===== src/rtl/mem_access_pkg.sv =====
// Shared types for the memory access unit: FSM state encoding and the
// per-access flags captured when a request is accepted.
package mem_access_pkg;

  typedef enum logic [0:0] {
    S_IDLE   = 1'b0,
    S_ACCESS = 1'b1
  } state_e;

  typedef struct packed {
    logic write;
    logic byte_acc;
    logic fetch;
  } acc_flags_t;

endpackage


===== src/rtl/mem_lane_align.sv =====
// Byte-lane steering between the register file and the bus: byte enables,
// write-byte replication across lanes and zero-extended read-lane extraction.
module mem_lane_align #(
  parameter int unsigned WORD = 16,
  localparam int unsigned LANES = WORD / 8,
  localparam int unsigned LSB = $clog2(LANES)
) (
  input  logic             byte_acc,
  input  logic             wr_byte,
  input  logic [LSB-1:0]   lane,
  input  logic [WORD-1:0]  wdata,
  input  logic [WORD-1:0]  rdata,
  output logic [LANES-1:0] be,
  output logic [WORD-1:0]  wdata_al,
  output logic [WORD-1:0]  rdata_al
);

  always_comb begin
    be       = '1;
    wdata_al = wdata;
    rdata_al = rdata;
    if (byte_acc) begin
      be       = '0;
      rdata_al = '0;
      for (int unsigned i = 0; i < LANES; i++) begin
        if (lane == LSB'(i)) begin
          be[i]         = 1'b1;
          rdata_al[7:0] = rdata[i*8 +: 8];
        end
      end
    end
    if (wr_byte) begin
      for (int unsigned i = 0; i < LANES; i++) begin
        wdata_al[i*8 +: 8] = wdata[7:0];
      end
    end
  end

endmodule


===== src/rtl/mem_access_unit.sv =====
// Memory access unit: latches one request into MAR/OMDR, drives a single bus
// transaction with a bounded wait, and returns read data into IMDR/IR.
module mem_access_unit
  import mem_access_pkg::*;
#(
  parameter int unsigned WORD   = 16,
  parameter int unsigned TO_CYC = 15,
  localparam int unsigned LANES = WORD / 8,
  localparam int unsigned LSB   = $clog2(LANES)
) (
  input  logic             clk_i,
  input  logic             rst_i,
  input  logic             start_i,
  input  logic             write_i,
  input  logic             byte_i,
  input  logic             fetch_i,
  input  logic [WORD-1:0]  addr_i,
  input  logic [WORD-1:0]  wdata_i,
  output logic             busreq_o,
  output logic             buswr_o,
  output logic [LANES-1:0] busbe_o,
  output logic [WORD-1:0]  busaddr_o,
  output logic [WORD-1:0]  buswdata_o,
  input  logic             busack_i,
  input  logic [WORD-1:0]  busrdata_i,
  output logic [WORD-1:0]  mar_o,
  output logic [WORD-1:0]  imdr_o,
  output logic [WORD-1:0]  omdr_o,
  output logic [WORD-1:0]  ir_o,
  output logic             busy_o,
  output logic             done_o,
  output logic             err_o
);

  localparam int unsigned CW = $clog2(TO_CYC + 1);
  localparam logic [WORD-1:0] ADDR_MASK = ~(WORD'(LANES - 1));

  state_e          state_q, state_d;
  acc_flags_t      flags_q, flags_d, flags_start;
  logic [CW-1:0]   cnt_q, cnt_d;
  logic [WORD-1:0] mar_q, mar_d;
  logic [WORD-1:0] imdr_q, imdr_d;
  logic [WORD-1:0] omdr_q, omdr_d;
  logic [WORD-1:0] ir_q, ir_d;
  logic            done_q, done_d;
  logic            err_q, err_d;

  logic [LANES-1:0] lane_be;
  logic [WORD-1:0]  wdata_al;
  logic [WORD-1:0]  rdata_al;

  mem_lane_align #(
    .WORD(WORD)
  ) u_align (
    .byte_acc (flags_q.byte_acc),
    .wr_byte  (byte_i),
    .lane     (mar_q[LSB-1:0]),
    .wdata    (wdata_i),
    .rdata    (busrdata_i),
    .be       (lane_be),
    .wdata_al (wdata_al),
    .rdata_al (rdata_al)
  );

  // Fetch only qualifies reads, and a fetch always forces a word access.
  always_comb begin
    flags_start.write    = write_i;
    flags_start.fetch    = fetch_i & ~write_i;
    flags_start.byte_acc = byte_i & ~(fetch_i & ~write_i);
  end

  always_comb begin
    state_d = state_q;
    flags_d = flags_q;
    cnt_d   = cnt_q;
    mar_d   = mar_q;
    imdr_d  = imdr_q;
    omdr_d  = omdr_q;
    ir_d    = ir_q;
    done_d  = 1'b0;
    err_d   = 1'b0;
    unique case (state_q)
      S_IDLE: begin
        if (start_i) begin
          state_d = S_ACCESS;
          flags_d = flags_start;
          mar_d   = addr_i;
          cnt_d   = '0;
          if (write_i) omdr_d = wdata_al;
        end
      end
      S_ACCESS: begin
        if (busack_i) begin
          state_d = S_IDLE;
          done_d  = 1'b1;
          if (!flags_q.write) begin
            imdr_d = rdata_al;
            if (flags_q.fetch) ir_d = busrdata_i;
          end
        end else if (cnt_q == CW'(TO_CYC - 1)) begin
          // Last permitted wait cycle without ack: give up.
          state_d = S_IDLE;
          err_d   = 1'b1;
        end else begin
          cnt_d = cnt_q + CW'(1);
        end
      end
      default: state_d = S_IDLE;
    endcase
  end

  always_ff @(posedge clk_i) begin
    if (rst_i) begin
      state_q <= S_IDLE;
      flags_q <= '0;
      cnt_q   <= '0;
      mar_q   <= '0;
      imdr_q  <= '0;
      omdr_q  <= '0;
      ir_q    <= '0;
      done_q  <= 1'b0;
      err_q   <= 1'b0;
    end else begin
      state_q <= state_d;
      flags_q <= flags_d;
      cnt_q   <= cnt_d;
      mar_q   <= mar_d;
      imdr_q  <= imdr_d;
      omdr_q  <= omdr_d;
      ir_q    <= ir_d;
      done_q  <= done_d;
      err_q   <= err_d;
    end
  end

  assign busy_o     = (state_q == S_ACCESS);
  assign busreq_o   = busy_o;
  assign buswr_o    = busy_o & flags_q.write;
  assign busbe_o    = busy_o ? lane_be : '0;
  assign busaddr_o  = flags_q.byte_acc ? mar_q : (mar_q & ADDR_MASK);
  assign buswdata_o = omdr_q;
  assign mar_o      = mar_q;
  assign imdr_o     = imdr_q;
  assign omdr_o     = omdr_q;
  assign ir_o       = ir_q;
  assign done_o     = done_q;
  assign err_o      = err_q;

endmodule


===== config.mk =====
export PLATFORM = sky130hd
export DESIGN_NAME = mem_access_unit
export DESIGN_NICKNAME = d
export VERILOG_FILES = /design/src/rtl/mem_access_pkg.sv /design/src/rtl/mem_lane_align.sv /design/src/rtl/mem_access_unit.sv
export SDC_FILE = /design/constraint.sdc
export NUM_CORES = 1
export LEC_CHECK = 0
export ABC_AREA = 1
export CAP_MARGIN = 20
export CORE_ASPECT_RATIO = 0.8
export CORE_MARGIN = 10
export CORE_UTILIZATION = 40
export DETAILED_ROUTE_END_ITERATION = 12
export GPL_ROUTABILITY_DRIVEN = 1
export GPL_TIMING_DRIVEN = 0
export PLACE_DENSITY = 0.9
export SYNTH_ARGS = -nofsm -noshare
export SYNTH_HDL_FRONTEND = slang
export SYNTH_SLANG_ARGS = --single-unit

===== constraint.sdc =====
create_clock -name clk_i -period 1.3 [get_ports clk_i]
set_input_delay 0.13 -clock clk_i [delete_from_list [all_inputs] [get_ports clk_i]]
set_output_delay 0.13 -clock clk_i [all_outputs]
set_load 0.005 [all_outputs]

Word level (Yosys, flattened, before mapping). Index checks and enable logic that the tools add are counted.

Register bits: 74. Word-level logic and storage cells: 48.

Add/subtract/negate cells: 1. Equal/unequal tests: 4. Muxes and demuxes: 18. Bitwise gates (word level): 7. Reduce and logical (&&, ||, !) cells: 7.

Operators by type and width (number): 16-bit 2-to-1 mux (2); 4-bit 2-to-1 mux (3); 3-bit AND reduction (3); 1-bit 2-to-1 mux (8); 8-bit 2-to-1 mux (1); 4-bit case mux with 2 select lines (1); 2-bit != test (second input constant) (3); 4-bit by 1-bit adder with 4-bit output (second input constant) (1); 4-bit == test (second input constant) (1); 2-bit 2-to-1 mux (2); 1-bit NOT (4); 4-bit AND reduction (1); 1-bit AND (3); 3-bit OR reduction (1); 1-bit case mux with 2 select lines (1); 2-bit AND reduction (1); 2-bit OR reduction (1).

Longest topological paths before layout. Gate-level depths: netlist (run 1).

Word-level depth: 4. Mapped depth: 8.

Cells and area by module. Synthesis (run 1) repeated with hierarchy kept, for this count alone.

Cell total of the unflattened synthesis: 457. Area, all modules: 3339.5 µm².

Modules (own cells, without submodules): mem_access_unit (times used 1, cells each 378, area each 2954.1 µm², sequential area each 1481.4 µm²); mem_lane_align (times used 1, cells each 79, area each 385.4 µm², sequential area each 0.0 µm²).

Least setup slack after synthesis (run 1). No wires, ideal clock.

Kind: reg-to-reg. From: reg state_q, in the netlist busreq_o. To: reg ir_q[10], in the netlist ir_o[10]. Arrival: 1.075 ns. Setup slack: 0.111 ns. Stages on the path, launching flop included: 7. Buffers on the path: 1. Period minus slack after synthesis: 1.189 ns. Cells stage by stage: dfxtp_1 > nand2_2 > nor2_8 > nand2_4 > buf_2 > o21ai_1 > nor2_1.

Cells in the longest elaborated chain, start to end: 1.

Ends and longest elaborated chain: start: declaration (RTL line mem_access_unit.sv:38) `state_e state_q, state_d;`; start signal: assignment (RTL line mem_access_unit.sv:124) `state_q <= state_d;`; 4-bit AND reduction (no source line); end signal: assignment (RTL line mem_access_unit.sv:130) `ir_q <= ir_d;`; end: declaration (RTL line mem_access_unit.sv:44) `logic [WORD-1:0] ir_q, ir_d;`.

No other way between the ends. A chain may end at the register's enable or synchronous reset.

Worst setup path in the final report (run 1).
From: reg mar_q[0], in the netlist mar_o[0]. To: out busbe_o[1].

Cells in the longest elaborated chain, start to end: 3.

Ends and longest elaborated chain: start: declaration (RTL line mem_access_unit.sv:41) `logic [WORD-1:0] mar_q, mar_d;`; start signal: assignment (RTL line mem_access_unit.sv:127) `mar_q <= mar_d;`; 1-bit 2-to-1 mux (RTL line mem_lane_align.sv:26) `if (lane == LSB'(i)) begin`; 2-bit 2-to-1 mux (RTL line mem_lane_align.sv:22) `if (byte_acc) begin`; 2-bit 2-to-1 mux (RTL line mem_access_unit.sv:139) `assign busbe_o = busy_o ? lane_be : '0;`; end: declaration (RTL line mem_access_unit.sv:21) `output logic [LANES-1:0] busbe_o,`.

No other way between the ends.

==> results of run 1 <==
-- sequential cells by signal, indices dropped and copies added (netlist names) --
signal,count
busreq_o,1
mar_o,16
buswdata_o,16
err_o,1
imdr_o,16
cnt_q,4
flags_q,3
ir_o,16
done_o,1
-- synthesized netlist by cell type, drive strengths merged --
cell type and count:
dfxtp 74, nand4 1, nand3 30, clkbuf 9, a21oi 45, inv 21, o21ai 50, clkinv 2
ha 2, nor2 76, nand2 58, nor4 1, buf 46
-- what timing repair did --
| item | in CTS | in global routing |
|---|---|---|
| setup buffers | 5 | 0 |
| gates resized for setup | 159 | 20 |
| endpoints found under the setup margin | 142 | 38 |
| pin swaps | 2 | 1 |
-- layout by cell type (no fill, tap or decap), types with 3 or more instances in the layout --
master / n
buf_2: 9
nand2_1: 52
a21oi_1: 43
clkbuf_1: 9
dfxtp_4: 5
o21ai_1: 21
buf_4: 40
dfxtp_1: 38
dlygate4sd2_1: 100
bufinv_16: 4
clkinv_4: 3
buf_6: 3
nand2_4: 4
inv_2: 4
o21ai_0: 27
nor2_1: 73
dfxtp_2: 31
inv_1: 15
clkbuf_8: 12
clkdlybuf4s50_1: 51
nand3_1: 29
-- power breakdown --
part	internal, mW	switching [mW]	leakage [nW]
Clock	1.63	0.829	0.143
Combinational	0.494	0.420	1.75
Sequential	2.38	0.0834	0.619
Total	4.50	1.33	2.51
-- worst paths after layout --
| check | start | endpoint | slack (ns) | depth (start not counted) |
|---|---|---|---|---|
| max | mar_o[0] | busbe_o[1] | 0.03 | 4 |
| max reg2reg | busreq_o | imdr_o[15] | 0.06 | 5 |
| min | write_i | buswdata_o[3] | 0.16 | 3 |
| min reg2reg | buswdata_o[6] | buswdata_o[6] | 0.47 | 2 |
-- cells by family after synthesis --
logic type / count (synthesis)
buffers and inverters: 78
AO/OA/AOI/OAI: 95
adder cells (fa/ha/maj): 2
flip-flops: 74
AND/OR/NAND/NOR: 166
-- metrics by stage --
stage          total power [mW]   util  instance area, um^2  hold WS (ns)
2_1_floorplan              2.88      -                 3130         0.208
3_3_place_gp               3.47  0.640                 4800         0.453
3_5_place_dp               3.50  0.640                 4800         0.462
4_1_cts                    5.85  0.676                 5070         0.148
5_1_grt                    6.07  0.682                 5120         0.146
6_report                   5.84  0.682                 5120         0.157
-- critical path: cells and delay by family, from the launching register on --
family,cells,cell delay [ns]
flip-flops,1,0.39
buffers and inverters,2,0.28
AND/OR/NAND/NOR,2,0.14
-- per-layer routing --
layer | up-vias | track usage | share of wire
li1 | 1654 | - | -
met2 | 151 | 0.327 | 0.51
met4 | 0 | 0.0534 | 0.022
met5 | - | 0 | 0
met1 | 1582 | 0.205 | 0.38
met3 | 17 | 0.0695 | 0.085
-- final cells by class --
type | count | share of cell area
flip-flops and latches | 74 | 0.301
repair buffers | 159 | 0.283
multi-input cells | 263 | 0.244
plain buffers | 54 | 0.0707
clock buffers | 12 | 0.0323
well taps | 105 | 0.0257
clock inverters | 4 | 0.0235
inverters | 23 | 0.0203
==> results.py, run 1 <==
metrics = {
    "run_status": {
        "outcome": "finished clean",
    },
    "global_route": {
        "grt_pass1_wl_mm": 17.9,
        "track_usage": 0.185,
        "grt.overflow.total": 0,
        "grt_antenna_before_repair": 0,
        "grt_pass1_vias": 3342,
        "grt_max_degree": 13,
    },
    "timing": {
        "finalSetupTns_ns": 0,
        "tightest_slew_ns": 0.518,
        "setup_viol": 0,
        "hold_viol_final": 0,
        "fmax_mhz": 786,
        "maxSlewViolCount": 0,
        "setup_ws_ns": 0.0281,
        "max_slew_margin": 0.654,
        "grt_setup_unrepaired": "yes",
        "finClkSkew_ns": 0.00809,
        "period_needed_ns": 1.27,
        "fin_crit_sh": 0.978,
    },
    "synth": {
        "synthMuxAreaShare": 0,
        "ys_types": 21,
        "yosysTopAreaCell": "dfxtp_1",
        "synth_compound_area_frac": 0.152,
        "synthSimpleGateAreaFrac": 0.224,
        "yosys_warnings": 0,
        "ys_seq_area_frac": 0.474,
        "syn-num-nets": 472,
        "syn_area_per_cell_um2": 7.54,
        "synth_top_family_by_area": "simple AND/OR/NAND/NOR gates",
        "ys_seq_elements": 74,
        "yosysTopAreaCellShare": 0.474,
        "synth_cells": 415,
        "ys_top_cells_by_area": "dfxtp_1, nor2_1, buf_4",
        "syn-cell-area_mm2": 0.00313,
        "synthAdderAreaFrac": 0.00800,
        "synth_xor_area_frac": 0,
    },
    "floorplan": {
        "core-area_mm2": 0.00750,
        "die-area_mm2": 0.0118,
        "die_h_um": 99.1,
        "io_pins": 158,
        "initial_utilization": 0.417,
        "row_count": 28,
        "dieWidth_um": 119,
    },
    "clocking": {
        "clkTransAtPathRegs_ns": 0.07,
        "cts.htree.levels": 3,
        "clock_sinks": 74,
        "cts_inserted_buffers": 9,
        "clk_path_buf_depth": 2,
        "ctsHoldBuffers": 0,
        "root_buffer": "clkbuf_8",
        "clock_latency_ns": 0.34,
        "cts_tree": "done",
    },
    "cells_and_area": {
        "fillCellCount": 677,
        "syn2layout_area_growth_pct": 63.6,
        "fin_nets": 641,
        "drive_gt1_frac": 0.214,
        "diodes": 0,
        "multi_input_area_mm2": 0.00125,
        "register_area_mm2": 0.00154,
        "final_cells": 694,
    },
    "placement": {
        "dpl_worst_slack_ns": -0.445,
        "dp_hpwl_mm": 9.10,
        "dp_cells": 674,
        "gp_congestion": 0.829,
        "portBuffers": 154,
    },
    "worst_setup_path": {
        "start_kind": "flip-flop",
        "worstPathArrival_ns": 1.14,
        "cp_max_fo": 3,
        "endpoint_kind": "primary output",
        "cp.required_ns": 1.17,
        "crit_slowest_cell": "dfxtp_4",
        "path_class": "flip-flop to primary output",
        "path_cells": "buf_6 > nor2_4 > nor2_1 > buf_2",
        "critPathMaxStageDelay_ns": 0.39,
    },
    "power_and_ir_drop": {
        "p_leak_nw": 2.51,
        "irDropWorstVdd_mv": 0.670,
        "powerDensity_mw_per_mm2": 1140,
    },
    "run": {
        "maxCapViolations": 0,
    },
    "detailed_routing": {
        "vias": 3404,
        "avgRoutedWirePerCell_um": 16.6,
        "drc_errors": 0,
        "routed_wl_mm": 11.5,
        "antenna_left": 0,
        "drt_iter0_markers": 237,
        "viasPerCell": 4.90,
        "firstDrtPassIters": 5,
    },
    "hold_path": {
        "hold_path.class": "primary input to flip-flop",
    },
}
Note: power is estimated with default switching activity, not from simulation.
==> inputs of run 2 (changes only) <==
--- a/config.mk
+++ b/config.mk
@@ -14,6 +14,7 @@
 export GPL_ROUTABILITY_DRIVEN = 1
 export GPL_TIMING_DRIVEN = 0
 export PLACE_DENSITY = 0.9
+export REMOVE_ABC_BUFFERS = 1
 export SYNTH_ARGS = -nofsm -noshare
 export SYNTH_HDL_FRONTEND = slang
 export SYNTH_SLANG_ARGS = --single-unit
==> run 2 against run 1 <==
Maximum frequency grew 0.94%. Clock power shrank 27%. Die area is the same. Critical path type unchanged. Highest routed layer unchanged.
==> results.py, run 2 (same netlist as run 1, synthesis figures left out) <==
metrics = {
    "clocking": {
        "cts_inserted_buffers": 9,
        "clock_latency_ns": 0.34,
        "cts_tree": "done",
        "cts.htree.levels": 3,
        "root_buffer": "clkbuf_8",
        "clock_sinks": 74,
        "clk_path_buf_depth": 2,
        "clkTransAtPathRegs_ns": 0.08,
    },
    "hold_path": {
        "hold_path.class": "primary input to flip-flop",
        "hold_end": "imdr_o[9]",
        "holdCritStartpoint": "rst_i",
        "whs_path_depth": 2,
    },
    "cells_and_area": {
        "syn2layout_area_growth_pct": 53.8,
        "diodes": 0,
        "final_common_cell": "dlygate4sd2_1",
        "fin_nets": 597,
        "mostFrequentLayoutCells": "dlygate4sd2_1, nor2_1, nand2_1, clkdlybuf4s50_1, a21oi_1",
        "drive_gt1_frac": 0.150,
        "fillCellCount": 688,
        "utilization": 0.642,
        "fin_area_mm2": 0.00481,
    },
    "floorplan": {
        "io_pins": 158,
        "die_h_um": 99.1,
        "initial_utilization": 0.417,
        "die-area_mm2": 0.0118,
        "dieWidth_um": 119,
        "row_count": 28,
        "core-area_mm2": 0.00750,
    },
    "timing": {
        "setup_viol": 0,
        "fmax_mhz": 794,
        "hold_viol_final": 0,
        "setup_ws_ns": 0.0399,
        "max_slew_margin": 0.464,
        "period_needed_ns": 1.26,
        "finClkSkew_ns": 0.0119,
        "fin_crit_sh": 0.969,
        "maxSlewViolCount": 0,
        "tightest_slew_ns": 0.803,
        "hold_ws_ns": 0.290,
    },
    "placement": {
        "gp_congestion": 0.789,
        "place_area_mm2": 0.00450,
        "dpl_worst_slack_ns": -0.728,
        "dp_hpwl_mm": 7.99,
        "portBuffers": 157,
    },
    "run": {
        "maxCapViolations": 0,
    },
    "worst_setup_path": {
        "ff2ff_path_depth": 7,
        "rrSetupSlack_ns": 0.05,
        "cp_max_fo": 3,
        "worstPathArrival_ns": 1.13,
        "start_kind": "flip-flop",
        "cp.required_ns": 1.17,
        "path_class": "flip-flop to primary output",
        "r2r-end": "cnt_q[3]",
        "endpoint_kind": "primary output",
        "r2r_start": "cnt_q[0]",
    },
    "power_and_ir_drop": {
        "p_leak_nw": 2.31,
        "powerDensity_mw_per_mm2": 1060,
        "irDropWorstVdd_mv": 0.573,
        "p_total_mw": 5.08,
    },
    "global_route": {
        "grt_pass1_wl_mm": 16.8,
        "grt_antenna_before_repair": 0,
        "grt_pass1_vias": 3221,
        "track_usage": 0.174,
        "grt.overflow.total": 0,
        "grt_max_degree": 44,
    },
    "detailed_routing": {
        "firstDrtPassIters": 5,
        "antenna_left": 0,
        "drc_errors": 0,
        "avgRoutedWirePerCell_um": 16.8,
        "viasPerCell": 5.01,
        "vias": 3254,
        "drt_iter0_markers": 183,
        "routed_wl_mm": 10.9,
    },
    "run_status": {
        "outcome": "finished clean",
    },
}
[run 2: changes by cell type in the layout (fill, tap and decap cells not counted), sizes merged]
cell           delta
dlymetal6s2s      +2
clkbuf           -11
clkinv            +4
bufinv            -2
nand2             +1
clkdlybuf4s50     +1
buf              -41
inv               +2
[run 2: worst max-delay path: stages (launching register included)]
cell and delay, ns:
dfxtp_4 0.37, buf_4 0.14, clkinv_8 0.05, nor2_4 0.08, nor2_1 0.05, clkbuf_2 0.12
[run 2: layer usage]
layer | up-vias | GRT usage | wire length, um
met5 | - | 0 | 0
met2 | 183 | 0.281 | 5020
met1 | 1488 | 0.201 | 4570
li1 | 1567 | - | -
met4 | 0 | 0.0581 | 176
met3 | 16 | 0.0780 | 1140
[run 2: power breakdown]
group / switching (mW) / internal, mW / leakage, nW
registers: 0.0799 / 2.38 / 0.619
clock network: 0.889 / 0.900 / 0.104
logic: 0.404 / 0.429 / 1.59
total: 1.37 / 3.71 / 2.31
[run 2: worst max path at each step]
stage	to	from	slack, ns
floorplan	buswdata_o[10]	busreq_o	-0.13
global placement	cnt_q[1]	rst_i	-1.16
detailed placement	buswdata_o[1]	start_i	-0.73
CTS	busbe_o[1]	mar_o[0]	-0.04
global route	cnt_q[0]	cnt_q[0]	-0.03
finish	busbe_o[1]	flags_q[1]	0.04
[run 2: per-stage QoR]
stage	instances	setup TNS [ns]
floorplan	360	-2.07
global placement	622	-68.08
detailed placement	623	-38.06
CTS	645	-0.0728
global route	650	-0.0933
finish	650	0
[run 2: cell type report]
class	instances	area, um^2	area share
inverter	23	143	0.0296
clock inverter	7	75.1	0.0156
clock buffer	9	124	0.0257
sequential	74	1540	0.319
multi-input combinational	264	1260	0.262
tap	105	131	0.0273
timing repair buffer	167	1540	0.319
timing repair inverter	1	6.26	0.00130
[run 2: what timing repair did]
item,CTS,global route
endpoints found under the setup margin,172,49
cloned,1,1
buffers inserted,5,4
hold buffers,0,0
resized for setup,162,14
pin swaps,2,3
==> inputs of run 3 (changes only) <==
--- a/config.mk
+++ b/config.mk
@@ -8,7 +8,6 @@
 export ABC_AREA = 1
 export CAP_MARGIN = 20
 export CORE_ASPECT_RATIO = 0.8
-export CORE_MARGIN = 10
 export CORE_UTILIZATION = 40
 export DETAILED_ROUTE_END_ITERATION = 12
 export GPL_ROUTABILITY_DRIVEN = 1
==> run 3 against run 2 <==
Power grew 6.4%. Worst hold slack gained 0.084 ns. Clock skew shrank 0.0013 ns. Sequential share of layout area shrank 0.76 points. Non-clock buffer count grew 20. Wire length shrank 8.7%. Cell count grew 3.1%. Setup slack gained 0.0092 ns. Utilization grew 2.7 points. Maximum frequency grew 0.73%. Cell area grew 4.3%.
==> results.py, run 3 (same netlist as run 1, synthesis figures left out) <==
metrics = {
    "timing": {
        "setup_viol": 0,
        "max_slew_margin": 0.521,
        "fmax_mhz": 799,
        "grt_setup_unrepaired": "yes",
        "maxSlewViolCount": 0,
        "hold_ws_ns": 0.374,
        "hold_viol_final": 0,
        "tightest_slew_ns": 0.717,
        "finClkSkew_ns": 0.0106,
        "setup_ws_ns": 0.0491,
        "fin_crit_sh": 0.962,
        "period_needed_ns": 1.25,
    },
    "global_route": {
        "grt_pass1_vias": 3140,
        "top_usage_layer": "met2",
        "grt_max_degree": 44,
        "use_met1": 0.272,
        "grt_pass1_wl_mm": 15.1,
        "track_usage": 0.244,
        "grt_antenna_before_repair": 0,
        "grtUsageMet2": 0.436,
        "grt.overflow.total": 0,
        "grt_util_met3": 0.0749,
    },
    "worst_setup_path": {
        "cp.required_ns": 1.57,
        "path_class": "flip-flop to flip-flop",
        "start_kind": "flip-flop",
        "cp_max_fo": 5,
        "worstPathArrival_ns": 1.52,
        "endpoint_kind": "flip-flop",
    },
    "detailed_routing": {
        "firstDrtPassIters": 5,
        "drt_iter0_markers": 140,
        "viasPerCell": 4.95,
        "routed_wl_mm": 9.95,
        "drc_errors": 0,
        "vias": 3319,
        "antenna_left": 0,
        "avgRoutedWirePerCell_um": 14.8,
    },
    "cells_and_area": {
        "mostFrequentLayoutCells": "dlygate4sd2_1, nor2_1, clkdlybuf4s50_1",
        "register_area_mm2": 0.00156,
        "syn2layout_area_growth_pct": 60.4,
        "drive_gt1_frac": 0.216,
        "final_common_cell": "dlygate4sd2_1",
        "fin_nets": 617,
        "utilization": 0.669,
        "multi_input_area_mm2": 0.00126,
        "diodes": 0,
        "fin_area_mm2": 0.00502,
        "fillCellCount": 627,
    },
    "placement": {
        "dpl_worst_slack_ns": -0.780,
        "gp_congestion": 0.759,
        "dp_hpwl_mm": 6.39,
        "portBuffers": 157,
        "place_area_mm2": 0.00450,
    },
    "power_and_ir_drop": {
        "p_clk_frac": 0.381,
        "swShare": 0.266,
        "p_switching_mw": 1.44,
        "pwr-share-comb": 0.164,
        "p_total_mw": 5.41,
        "intPower_mw": 3.97,
        "powerDensity_mw_per_mm2": 1080,
        "p_leak_nw": 2.43,
        "irDropWorstVdd_mv": 0.691,
        "sequentialPowerShare": 0.455,
    },
    "run": {
        "maxCapViolations": 0,
    },
    "clocking": {
        "ctsHoldBuffers": 0,
        "clock_latency_ns": 0.35,
        "clk_path_buf_depth": 2,
        "root_buffer": "clkbuf_8",
        "clkTransAtPathRegs_ns": 0.09,
        "cts_inserted_buffers": 9,
        "clock_sinks": 74,
        "cts.htree.levels": 3,
        "cts_tree": "done",
    },
    "floorplan": {
        "row_count": 28,
        "die_h_um": 81.1,
        "core-area_mm2": 0.00750,
        "io_pins": 158,
        "die-area_mm2": 0.00818,
        "initial_utilization": 0.417,
        "dieWidth_um": 101,
    },
    "hold_path": {
        "hold_path.class": "primary input to flip-flop",
    },
    "run_status": {
        "outcome": "finished clean",
    },
}
-- run 3: cell types whose count changed in the layout (fill, tap and decap cells not counted), sizes merged --
cell	previous run	this run
inv	22	26
clkinvlp	0	1
clkbuf	10	9
buf	11	32
clkinv	7	2
-- run 3: through the flow --
step,TNS (ns),std cells
floorplan,-2.07,360
global placement,-66.97,622
detailed placement,-44.87,623
CTS,0,666
global route,-0.0516,670
finish,0,670
-- run 3: worst paths after layout --
check | from | endpoint | slack [ns] | depth (start not counted)
hold / removal | wdata_i[2] | buswdata_o[2] | 0.37 | 3
setup / recovery | cnt_q[0] | cnt_q[3] | 0.05 | 7
setup reg to reg | cnt_q[0] | cnt_q[3] | 0.05 | 7
hold reg to reg | buswdata_o[11] | buswdata_o[11] | 0.47 | 2
-- run 3: timing repair --
item	4_1_cts	5_1_grt
endpoints found under the setup margin	165	40
buffers inserted	26	3
gates resized for setup	185	13
hold endpoints to repair	0	0
gates cloned	1	1
pin swaps	2	3
-- run 3: area by class of cell --
class | count | share of cell area
repair inverters | 1 | 0.00175
clock inverters | 7 | 0.0214
clock buffers | 9 | 0.0247
repair buffers | 187 | 0.337
multi-input cells | 264 | 0.250
well taps | 105 | 0.0262
flip-flops and latches | 74 | 0.311
inverters | 23 | 0.0272
-- run 3: power groups by stage --
stage / registers (mW) / clock network [mW] / logic [mW]
4_1_cts: 2.45 / 2.10 / 0.859
6_report: 2.46 / 2.06 / 0.888
5_1_grt: 2.47 / 2.23 / 0.970
3_5_place_dp: 2.51 / 0 / 0.869
2_1_floorplan: 2.51 / 0 / 0.238
3_3_place_gp: 2.50 / 0 / 0.838
-- run 3: metal layers --
layer | part of all wire | up-vias
met3 | 0.088 | 25
met2 | 0.48 | 188
met4 | 0.019 | 0
met1 | 0.41 | 1499
li1 | - | 1607
met5 | 0 | -
-- run 3: critical path: stages, from the launching register on --
cell	delay, ns
dfxtp_4	0.37
inv_1	0.06
ha_1	0.19
nand3_1	0.11
nand2_2	0.10
inv_1	0.13
nand3_1	0.08
a21oi_1	0.13
